==> src/rtl/accum_frame.sv <==
// accum_frame: signed frame accumulator driving an external N-bit adder.
// Ports: clk/rst_n/clr, in_* beat handshake, add_* adder link, out_* frame result.
// Optional: ACCUM_FRAME_SAT_EN saturates acc on adder overflow.
module accum_frame #(
  parameter int N     = 32,
  parameter int CNT_W = 8
) (
  input  logic             clk,
  input  logic             rst_n,
  input  logic             clr,
  input  logic             in_valid,
  output logic             in_ready,
  input  logic [N-1:0]     in_data,
  input  logic             in_last,
  output logic [N-1:0]     add_a,
  output logic [N-1:0]     add_b,
  output logic             add_cin,
  input  logic [N-1:0]     add_sum,
  input  logic             add_ovf,
  output logic             out_valid,
  input  logic             out_ready,
  output logic [N-1:0]     out_data,
  output logic             out_ovf,
  output logic [CNT_W-1:0] out_count
);

  typedef enum logic [1:0] {
    IDLE  = 2'd0,
    ACCUM = 2'd1,
    DONE  = 2'd2
  } state_t;

  state_t           state_q, state_d;
  logic [N-1:0]     acc_q, acc_d;
  logic [CNT_W-1:0] cnt_q, cnt_d;
  logic             stk_q, stk_d;
  logic [N-1:0]     odata_q, odata_d;
  logic             oovf_q, oovf_d;
  logic [CNT_W-1:0] ocnt_q, ocnt_d;

  logic             beat;
  logic [N-1:0]     acc_nx;
  logic [CNT_W-1:0] cnt_inc;

  assign in_ready  = (state_q != DONE);
  assign out_valid = (state_q == DONE);
  assign add_a     = acc_q;
  assign add_b     = in_data;
  assign add_cin   = 1'b0;
  assign out_data  = odata_q;
  assign out_ovf   = oovf_q;
  assign out_count = ocnt_q;

  assign beat    = in_valid & in_ready & ~clr;
  assign cnt_inc = (&cnt_q) ? cnt_q : cnt_q + 1'b1;

`ifdef ACCUM_FRAME_SAT_EN
  // Overflow only occurs when both operands share a sign,
  // so the operand MSB picks the saturation rail.
  always_comb begin
    acc_nx = add_sum;
    if (add_ovf)
      acc_nx = in_data[N-1] ? {1'b1, {(N-1){1'b0}}}
                            : {1'b0, {(N-1){1'b1}}};
  end
`else
  assign acc_nx = add_sum;
`endif

  always_comb begin
    state_d = state_q;
    acc_d   = acc_q;
    cnt_d   = cnt_q;
    stk_d   = stk_q;
    odata_d = odata_q;
    oovf_d  = oovf_q;
    ocnt_d  = ocnt_q;
    if (clr) begin
      state_d = IDLE;
      acc_d   = '0;
      cnt_d   = '0;
      stk_d   = 1'b0;
    end else begin
      unique case (state_q)
        IDLE, ACCUM: begin
          if (beat) begin
            acc_d = acc_nx;
            cnt_d = cnt_inc;
            stk_d = stk_q | add_ovf;
            if (in_last) begin
              state_d = DONE;
              odata_d = acc_nx;
              oovf_d  = stk_q | add_ovf;
              ocnt_d  = cnt_inc;
            end else begin
              state_d = ACCUM;
            end
          end
        end
        DONE: begin
          if (out_ready) begin
            state_d = IDLE;
            acc_d   = '0;
            cnt_d   = '0;
            stk_d   = 1'b0;
          end
        end
        default: state_d = IDLE;
      endcase
    end
  end

  always_ff @(posedge clk or negedge rst_n) begin
    if (!rst_n) begin
      state_q <= IDLE;
      acc_q   <= '0;
      cnt_q   <= '0;
      stk_q   <= 1'b0;
      odata_q <= '0;
      oovf_q  <= 1'b0;
      ocnt_q  <= '0;
    end else begin
      state_q <= state_d;
      acc_q   <= acc_d;
      cnt_q   <= cnt_d;
      stk_q   <= stk_d;
      odata_q <= odata_d;
      oovf_q  <= oovf_d;
      ocnt_q  <= ocnt_d;
    end
  end

endmodule

==> config.mk <==
export PLATFORM = sky130hd
export DESIGN_NAME = accum_frame
export DESIGN_NICKNAME = d
export VERILOG_FILES = /design/src/rtl/accum_frame.sv
export SDC_FILE = /design/constraint.sdc
export NUM_CORES = 1
export LEC_CHECK = 0
export ABC_AREA = 1
export CAP_MARGIN = 10
export CORE_MARGIN = 8
export CORE_UTILIZATION = 41
export CTS_CLUSTER_DIAMETER = 50
export DETAILED_ROUTE_END_ITERATION = 7
export DONT_BUFFER_PORTS = 1
export HOLD_SLACK_MARGIN = 0.1
export PLACE_DENSITY = 0.57
export SETUP_SLACK_MARGIN = 0.4
export SLEW_MARGIN = 10
export SYNTH_ARGS = -nofsm -noshare
export SYNTH_HDL_FRONTEND = slang
export SYNTH_SLANG_ARGS = --single-unit
export TNS_END_PERCENT = 30
==> constraint.sdc <==
create_clock -name clk -period 1.1 [get_ports clk]
set_input_delay 0.22 -clock clk [delete_from_list [all_inputs] [get_ports clk]]
set_output_delay 0.22 -clock clk [all_outputs]
set_load 0.01 [all_outputs]
==> impl_metrics.ini <==
[floorplanning]
die_width_microns = 111
die_y_microns = 111
die-area_sq_um = 12400
io_pins = 179
num_rows = 34
core_area_sq_um = 8760
initial_core_util_pct = 42.4

[clock_network]
clock_sinks = 84
cts_tree = done
postCtsHoldBufs = 33
cts_made_buffers = 9
clk_pin_slew_ns = 0.09
clk_latency_ns = 0.35
root_buffer = clkbuf_8
clockBufferDepth = 2
htree_levels = 3

[sta]
fin_ws_ns = -0.295
setup_viol = 86
period_needed_ns = 1.39
rsz0062_at_grt = true
hold_ws_ns = -0.449
fin_crit_sh_pct = 127
clock.fmax_ghz = 0.717
clock_skew_ns = 0.0107
hold_violations = 84
fin_setup_tns_ns = -19.86
maxSlewViolCount = 0

[layout]
layout_commonest_cell = nand2_1
diodes = 0
layout_common_cells = nand2_1 (198), dfrtp_1 (75), nand2_2 (34)
fin_nets = 540
area_delta_synth_final_pct = 30.7
drive_above_1_share_pct = 27.1

[synthesis]
synthMuxAreaShare_pct = 0
syn_area_sq_um = 3720
synth_xor_area_share_pct = 0
synth_top_family_by_area = simple AND/OR/NAND/NOR gates
yosys_most_used_dff = dfrtp_1
synth-compound-area-share_pct = 3.36
synth_top_cell_by_area = dfrtp_1
async_flop_share_pct = 100
synth-simple-area-share_pct = 29.1
synth_top_area_share_pct = 56.5
syn_inst = 444
synth_seq_area_share_pct = 56.5
postSynthAreaPerCell_sq_um = 8.38
synthAdderAreaFrac_pct = 0.336
yosys_warnings = 0
synth_cell_types = 19
ys_ff_latch = 84
synthesis.nets = 516
synth.top_cells.by_area = dfrtp_1 (57%), nand2_1 (25%), buf_4 (8.5%)
synth_edf_count = 0

[detailed_routing]
postRouteAntennaNets = 0
vias = 2875
wl_per_cell_microns = 18.3
avgViaCountPerCell = 4.95
first_pass_iters = 6
route.detailed.drc = 0
drtIter0Drc = 157
drt-total-wl_mm = 10.6

[placement]
place.gp.congestion = 0.798
port_buffers = 0
dp_hpwl_mm = 6.38

[global_routing]
grt_pass1_wl_mm = 15.5
grt_pass1_vias = 2875
grt_start_max_net_pins = 85
antenna_found_initial = 0
overflow = 0
grt_usage_pct = 15.2

[worst_setup_path]
worstSetupPathType = reg2reg
r2r_slack_ns = -0.29
max_stage_delay_ns = 0.44
critPathTopFamily = buffers and inverters
crit_arrival_ns = 1.64
path_max_fanout = 8
reg2reg_to = add_a[26]
critPathCaptureType = flop
cpMaxStageDelayCell = dfrtp_1
cp_data_required_time_ns = 1.34
worst-path-buf-inv = 3
regToRegStartpoint = state_q[0]
cp_cell_sequence = buf_6 > nand3b_1 > nand3_4 > buf_12 > clkbuf_16 > nand2_1 > o21ai_0
cp-start-kind = flop
reg2reg_depth = 7

[status]
status = finished with violations
violations = hold timing, setup timing

[power]
leakage_nw = 2.51
vdd_drop_max_mv = 0.752
power.density_nw_per_um2 = 1530
p_total_mw = 7.44

[run]
maxCapViolCount = 0

[min_path]
hp-class = in2async
## Yosys cell counts, types with 2 or more instances
library cell  instances
inv_2                 3
nand2_2               2
nor2_1                6
buf_4                42
nor2_2                2
nand3_2               3
or2_2                 3
nand2_1             243
inv_1                 7
nand3_1              11
buf_2                 5
clkbuf_1              4
dfrtp_1              84
o21ai_0              20
o21ai_1               5
## registers in the layout, indices dropped and copies added, names as in the netlist
register   count
out_data      32
out_count      8
state_q        2
add_a         32
stk_q          1
out_ovf        1
cnt_q          8
## metrics by stage
step | cell area, sq um | hold WS [ns] | setup slack, ns | instances | utilization, %
final | 4860 | -0.449 | -0.295 | 581 | 55.4
after floorplan | 3800 | -0.0756 | -0.109 | 444 | -
after global placement | 3710 | -0.0721 | -0.182 | 516 | 42.3
after CTS | 4420 | -0.472 | -0.242 | 572 | 50.5
after detailed placement | 3710 | -0.0721 | -0.210 | 516 | 42.3
after global routing | 4860 | -0.477 | -0.337 | 581 | 55.4
## layer usage
| layer | up-vias | GRT usage, % | wire (microns) |
|---|---|---|---|
| li1 | 1383 | - | - |
| met5 | - | 0 | 0 |
| met1 | 1380 | 17.4 | 4340 |
| met2 | 97 | 24.4 | 5210 |
| met3 | 15 | 6.93 | 952 |
| met4 | 0 | 5.24 | 111 |
## worst max path at each step
stage | start | to | depth (start not counted)
final | state_q[0] | add_a[26] | 7
after global routing | state_q[0] | add_a[4] | 6
after CTS | state_q[1] | add_a[28] | 8
after detailed placement | state_q[1] | add_a[26] | 7
after global placement | state_q[1] | add_a[4] | 7
after floorplan | cnt_q[0] | out_count[0] | 8
## cells by family after synthesis
family          Yosys count
compound gates           25
fa+ha+maj                 1
flops                    84
simple gates            272
buf+inv                  61
other cells               1
## cell type report
| class | instances | area (sq um) |
|---|---|---|
| sequential | 84 | 2110 |
| tap | 108 | 135 |
| clock inverter | 6 | 93.8 |
| inverter | 10 | 62.6 |
| timing repair inverter | 1 | 11.3 |
| timing repair buffer | 63 | 817 |
| fill | 763 | 3910 |
| multi-input combinational | 299 | 1490 |
| clock buffer | 10 | 138 |
## power by group
group / total [mW] / internal [mW] / switching [mW]
logic: 0.985 / 0.485 / 0.500
registers: 3.91 / 3.44 / 0.468
clock network: 2.55 / 1.37 / 1.18
total: 7.44 / 5.29 / 2.15
## worst reg2reg max path, cell delays in order (launching register included)
cell       delay (ns)
dfrtp_1          0.44
buf_6            0.14
nand3b_1         0.13
nand3_4          0.12
buf_12           0.17
clkbuf_16        0.16
nand2_1          0.05
o21ai_0          0.07
## timing repair
item	in CTS	in global routing
endpoints found under the setup margin	159	159
gates cloned	3	8
pin swaps	2	22
endpoints found under the hold margin	152	87
buffers inserted	4	1
resized for setup	21	95
No activity file was read; power rests on OpenSTA's default activity.
